File: src/rtl/fetch_queue.sv
// Decoupled instruction fetch: issues sequential word fetches, buffers {pc, insn}
// in a small queue for decode, and handles redirects by flushing and dropping stale responses.
module fetch_queue #(
    parameter int                DWIDTH   = 32,
    parameter int                AWIDTH   = 32,
    parameter logic [AWIDTH-1:0] BASEADDR = 32'h01000000,
    parameter int                QDEPTH   = 4
) (
    input  logic              clk,
    input  logic              rst,
    input  logic              redirect_i,
    input  logic [AWIDTH-1:0] redirect_pc_i,
    output logic              req_valid_o,
    input  logic              req_ready_i,
    output logic [AWIDTH-1:0] req_addr_o,
    input  logic              rsp_valid_i,
    input  logic [DWIDTH-1:0] rsp_data_i,
    output logic              valid_o,
    input  logic              ready_i,
    output logic [AWIDTH-1:0] pc_o,
    output logic [DWIDTH-1:0] insn_o
);
    localparam int CW = $clog2(QDEPTH + 1);
    localparam int PW = $clog2(QDEPTH);

    logic [AWIDTH-1:0] fetch_pc;
    logic [AWIDTH-1:0] rsp_pc;
    logic [CW-1:0]     outstanding;
    logic [CW-1:0]     drop;
    logic [CW-1:0]     count;
    logic [PW-1:0]     wr_ptr;
    logic [PW-1:0]     rd_ptr;
    logic [AWIDTH-1:0] pc_mem   [QDEPTH];
    logic [DWIDTH-1:0] insn_mem [QDEPTH];

    logic [CW:0]       in_use;
    logic              req_fire;
    logic              push;
    logic              pop;
    logic [AWIDTH-1:0] redirect_target;

    // A fetch may only be issued if the queue has room for its response,
    // counting every response still in flight.
    assign in_use          = {1'b0, count} + {1'b0, outstanding};
    assign req_valid_o     = !rst && !redirect_i && (in_use < (CW+1)'(QDEPTH));
    assign req_addr_o      = fetch_pc;
    assign req_fire        = req_valid_o && req_ready_i;
    assign push            = rsp_valid_i && (drop == '0);
    assign pop             = valid_o && ready_i;
    assign redirect_target = redirect_pc_i & ~AWIDTH'(3);

    assign valid_o = (count != '0);
    assign pc_o    = valid_o ? pc_mem[rd_ptr]   : '0;
    assign insn_o  = valid_o ? insn_mem[rd_ptr] : '0;

    always_ff @(posedge clk) begin
        if (!rst && !redirect_i && push) begin
            pc_mem[wr_ptr]   <= rsp_pc;
            insn_mem[wr_ptr] <= rsp_data_i;
        end
    end

    always_ff @(posedge clk) begin
        if (rst) begin
            fetch_pc    <= BASEADDR;
            rsp_pc      <= BASEADDR;
            outstanding <= '0;
            drop        <= '0;
            count       <= '0;
            wr_ptr      <= '0;
            rd_ptr      <= '0;
        end else begin
            outstanding <= outstanding + CW'(req_fire) - CW'(rsp_valid_i);
            if (redirect_i) begin
                // Everything still in flight after this cycle belongs to the old path.
                fetch_pc <= redirect_target;
                rsp_pc   <= redirect_target;
                drop     <= outstanding - CW'(rsp_valid_i);
                count    <= '0;
                wr_ptr   <= '0;
                rd_ptr   <= '0;
            end else begin
                if (req_fire)
                    fetch_pc <= fetch_pc + AWIDTH'(4);
                if (rsp_valid_i) begin
                    if (drop != '0)
                        drop <= drop - CW'(1);
                    else
                        rsp_pc <= rsp_pc + AWIDTH'(4);
                end
                if (push)
                    wr_ptr <= wr_ptr + PW'(1);
                if (pop)
                    rd_ptr <= rd_ptr + PW'(1);
                count <= count + CW'(push) - CW'(pop);
            end
        end
    end
endmodule

File: config.mk
export PLATFORM = sky130hd
export DESIGN_NAME = fetch_queue
export DESIGN_NICKNAME = d
export VERILOG_FILES = /design/src/rtl/fetch_queue.sv
export SDC_FILE = /design/constraint.sdc
export NUM_CORES = 1
export LEC_CHECK = 0
export ABC_AREA = 0
export BUFFER_PORTS_ARGS = -buffer_cell sky130_fd_sc_hd__buf_2
export CAP_MARGIN = 5
export CORE_AREA = 10 10 172 158
export DETAILED_ROUTE_END_ITERATION = 6
export DIE_AREA = 0 0 182 168
export PLACE_DENSITY_LB_ADDON = 0.1
export SYNTH_ARGS = -nofsm -noshare
export SYNTH_HDL_FRONTEND = slang
export SYNTH_SLANG_ARGS = --single-unit
File: constraint.sdc
create_clock -name clk -period 3.5 [get_ports clk]
set_input_delay 0.525 -clock clk [delete_from_list [all_inputs] [get_ports clk]]
set_output_delay 0.525 -clock clk [all_outputs]
set_load 0.01 [all_outputs]
* Word level (Yosys, flattened, before mapping)
Memories as Yosys holds them, arrays and structs flattened. A register that Yosys moved wholly into a read port is not among the register bits.
Cells that the tools add are included.
** Operators by class
- Add/subtract/negate cells :: 11
- Magnitude comparators :: 1
- Eq/ne operators :: 1
- Muxes and demuxes :: 16
- Bitwise logic cells :: 1
- Reductions and logical operators :: 18
** Operators with widths (number)
- $mux W32 :: 7
- $add A32 B3 Y32 const B :: 2
- $mux W3 :: 3
- $sub A3 B1 Y3 :: 3
- $mux W2 :: 4
- $add A3 B1 Y3 :: 2
- $logic_and A1 B1 Y1 :: 6
- $reduce_and A2 Y1 :: 3
- $reduce_bool A2 Y1 :: 3
- $reduce_bool A3 Y1 :: 2
- $add A2 B1 Y2 const B :: 2
- $add A3 B3 Y4 :: 1
- $lt A4 B3 Y1 const B :: 1
- $logic_not A3 Y1 :: 1
- $sub A3 B1 Y3 const B :: 1
- $logic_not A1 Y1 :: 2
- $mux W1 :: 2
- $ne A2 B2 Y1 const B :: 1
- $reduce_or A2 Y1 :: 1
- $not A1 Y1 :: 1
** Storage, ports and cells
- Register bits :: 77
- RAM bits :: 256
- Memories kept :: 2
** Memories
- insn_mem :: words 4, bits a word 32, read ports 1, clocked after memory_dff 1, write ports 1, RTL line 34 : logic [DWIDTH-1:0] insn_mem [QDEPTH];
- pc_mem :: words 4, bits a word 32, read ports 1, clocked after memory_dff 1, write ports 1, RTL line 33 : logic [AWIDTH-1:0] pc_mem [QDEPTH];

* Depth between registers and ports, before layout
- Word-level depth :: 6
- Mapped depth :: 12
- Gate-level depth less buffers :: 11

* Least setup slack after synthesis
Ideal clock, no wire load.
- Path type :: register -> register
- Start :: register outstanding[2]
- End :: register outstanding[2]
- Arrival time :: 2.889 ns
- Setup slack :: 0.483 ns
- Stages on the path, launching flop included :: 13
- Clock period less this slack :: 3.017 ns
- Cell sequence :: dfxtp_1 ha_1 or4b_1 nor3_4 inv_2 buf_1 ha_1 inv_1 ha_1 fa_1 xnor2_1 xnor2_1 nor2_1
** On the way
- Word-level cells in the longest chain between the ends :: 6
** Ends and longest elaborated chain
- start: declaration :: RTL line 28 : logic [CW-1:0] outstanding;
- start signal: assignment :: RTL line 73 : outstanding <= outstanding + CW'(req_fire) - CW'(rsp_valid_i);
- $add A3 B3 Y4 :: RTL line 44 : assign in_use = {1'b0, count} + {1'b0, outstanding};
- $lt A4 B3 Y1 :: RTL line 45 : assign req_valid_o = !rst && !redirect_i && (in_use < (CW+1)'(QDEPTH));
- $logic_and A1 B1 Y1 :: RTL line 45
- $logic_and A1 B1 Y1 :: RTL line 47 : assign req_fire = req_valid_o && req_ready_i;
- $add A3 B1 Y3 * :: RTL line 73
- $sub A3 B1 Y3 * :: RTL line 73
Every way passes the cells marked *; elsewhere a longest branch is shown, timed or not.
A chain may end at the register's enable or synchronous reset.

* Worst setup path in the final report
Same ends and word-level chain as after synthesis.

==> summary.md <==
| Metric | Value |
|---|---|
| Slew Limit Fails | `0` |
| Iteration-0 DRC count of the detailed router | `approximately 500` |
| Number of synthesized register bits | `323` |
| Commonest non-fill, non-tap cell in the layout | `edfxtp_1` |
| Least-Margin Pin Slew | `757 ps` |
| Ys async rst share | `0%` |
| Combinational family with the most area after synthesis | `multiplexers` |
| Via Count | `between 8000 and 9000` |
| Largest net degree at the start of global routing | `64` |
| Most frequent CP cell | `ha_1` |
| Part of the cycle the worst path needs | `a little under nine tenths` |
| Gr ovfl total | `0` |
| Warnings from Yosys | `0` |
| Max incr delay on CP | `~580 ps` |
| Post-cts repair resize count | `0` |
| CTS tree | `yes` |
| RSZ-0062 raised after global routing | `false` |
| # hold bufs at CTS | `0` |
| Leakage Power | `approximately 5.5 nW` |
| Simple-Gate Fraction of Synth Area | `a little over a tenth` |
| Clock latency on the worst-skew pair | `around 500 ps` |
| Diode count | `0` |
| Synth Area in Compound Gates | `under 10%` |
| Crit path max-delay family | `adder cells` |
| Final Hold Slack | `about 230 ps` |
| Die area | `around 31000 um^2` |
| CTS H-tree depth | `2` |
| Main synth FF type | `edfxtp_1` |
| Startpoint Class | `register` |
| Maxcap violations | `0` |
| CTS clk-pin slew, worst paths | `~60 ps` |
| Port Buffers | `161` |
| Clk_skew | `around 15 ps` |
| Crit path kind | `register to register` |
| Hold Fails Final Rpt | `0` |
| Root Driver | `clkbuf_16` |
| Dominant cell type by area after synthesis | `edfxtp_1` |
| CORE AREA | `between 20000 and 25000 um^2` |
| Post-synthesis adder-cell area fraction | `approximately 1.8%` |
| CP Buf/Inv Count | `2` |
| Antenna violations before repair | `0` |
| Gpl congestion | `approximately 0.91` |
| Die width | `around 180 um` |
| Distinct cells, synth | `59` |
| Synth Area in XOR/XNOR | `~3.3%` |
| # DRC | `0` |
| Sequential fraction of the synthesis area | `66.3%` |
| Drt pass-1 iters | `6` |
| Share of cells above drive strength 1 | `~28%` |
| VDD IR max | `between 300 and 400 uV` |
| Crit end category | `register` |
| Slew HR | `49.5%` |
| Starting Density | `a little under three fifths` |
| Syn Inst Count | `between 800 and 900` |
| PD cells | `542 nW/um^2` |
| DR vias/cell | `roughly 5.8` |
| Clock Path Buffers | `3` |
| Area grow syn2layout | `16.4%` |
| Detail Route Antenna Nets | `0` |
| Ports | `about 170` |
| Status | `finished clean` |
| Fmax | `about 340 MHz` |
| WP data required | `3870 ps` |
| CTS Buf Count | `35` |
| Setup TNS | `0 ps` |
| EDFF count, synth | `around 250` |
| Total track usage | `a little under a fifth` |
| Die height | `between 150 and 200 um` |
| Post-CTS setup buffer count | `0` |
| Most frequent cells in the layout | `edfxtp_1 (248), buf_2 (161), dfxtp_1 (73)` |
| Synth top area share | `a little under three fifths` |
| Synth area leaders | `edfxtp_1 (55%), dfxtp_1 (11%), mux4_2 (10%)` |
| CP max stage cell | `or4b_1` |
| Drt wl/cell | `20.1 um` |
| Mux cell area share after synthesis | `a little over a tenth` |
| Syn_area_per_cell | `15.2 um^2` |
| Worst Path Arrival | `between 3000 and 4000 ps` |
| Post-layout minimum cycle time | `roughly 3000 ps` |
| Clk sinks | `between 300 and 400` |
| Count of final setup violators | `0` |
| Detailed Place HPWL | `17800 um` |
| Routed WL | `about 28000 um` |
| First-pass GRT wire length | `approximately 45000 um` |
| Cell Rows | `54` |
| Vias in the first global route | `between 8000 and 9000` |
| Fin nets | `1147` |
| Worst-path maximum fanout | `19` |
| Hold Crit Class | `input pin to register` |
| Mapped cell area | `roughly 13000 um^2` |
| Cells along the critical path | `ha_1 -> or4b_1 -> nor3_4 -> inv_2 -> ha_1 -> inv_1 -> ha_1 -> fa_1 -> xnor2_1 -> xnor2_1 -> nor2_1` |
==> final timing paths <==
| path | start | end | slack, ps | cells past startpoint |
|---|---|---|---|---|
| worst max-delay path | outstanding[2] | outstanding[2] | 520 | 11 |
| worst min-delay path | rsp_data_i[13] | insn_mem[0][13] | 230 | 1 |
| worst max register to register | outstanding[2] | outstanding[2] | 520 | 11 |
| worst min register to register | wr_ptr[1] | wr_ptr[1] | 500 | 2 |
==> layout make-up <==
| cell class | count | area [um^2] |
|---|---|---|
| flip-flops and latches | 323 | 8950 |
| fillers | 1710 | 8010 |
| multi-input cells | 499 | 4260 |
| repair buffers | 176 | 993 |
| clock buffers | 46 | 927 |
| well taps | 308 | 385 |
| clock inverters | 16 | 95.1 |
| inverters | 24 | 90.1 |
==> cell usage after synthesis (9+ instances only) <==
master / number
a211oi_1: 14
a21oi_1: 20
nand4_1: 27
xnor2_1: 34
nor3_1: 14
and3_1: 9
edfxtp_1: 248
a31oi_1: 11
and2_1: 65
xor2_1: 17
dfxtp_1: 75
o21a_1: 15
nor2_1: 46
inv_1: 21
clkbuf_1: 29
o21ai_1: 9
mux4_2: 62
nand3_1: 19
a21boi_1: 14
nand2_1: 40
ha_1: 16
==> per-stage QoR <==
| step | instance area [um^2] | instances | setup WS (ps) | util, % | power [mW] |
|---|---|---|---|---|---|
| after floorplan | 13500 | 893 | 483 | - | 4.95 |
| after global placement | 14700 | 1330 | 547 | 61.9 | 5.30 |
| after detailed placement | 14700 | 1330 | 519 | 61.9 | 5.31 |
| after CTS | 15700 | 1392 | 477 | 66.2 | 8.58 |
| after global routing | 15700 | 1392 | 320 | 66.2 | 8.84 |
| final | 15700 | 1392 | 516 | 66.2 | 8.51 |
==> power breakdown <==
| group | switching (mW) | internal [mW] |
|---|---|---|
| combinational | 0.477 | 0.377 |
| sequential | 0.124 | 4.24 |
| clock | 1.41 | 1.88 |
| total | 2.01 | 6.50 |
==> flip-flops by register name, summed over array words and instances, names as in the netlist, named ones only <==
signal	count
insn_mem	128
req_addr_o	30
wr_ptr	2
drop	3
outstanding	3
rsp_pc	30
pc_mem	120
rd_ptr	2
count	3
==> kinds of logic (layout without fill, tap and decap cells) <==
family	Yosys count	in the layout
compound gates	104	104
fa+ha+maj	18	18
mux	65	65
flops	323	323
simple gates	257	257
other cells	1	4
buf+inv	71	262
xor+xnor	51	51
==> layer usage <==
| layer | vias to the layer above | share of wire [%] | global-route usage, % | routed length [um] |
|---|---|---|---|---|
| met5 | - | 0 | 0 | 0 |
| met4 | 0 | 1.6 | 4.74 | 446 |
| met3 | 39 | 7.1 | 3.90 | 1990 |
| met2 | 311 | 46 | 28.0 | 12800 |
| met1 | 3914 | 45 | 25.5 | 12700 |
| li1 | 3743 | - | - | - |
Power figures use the tool's default switching activity.
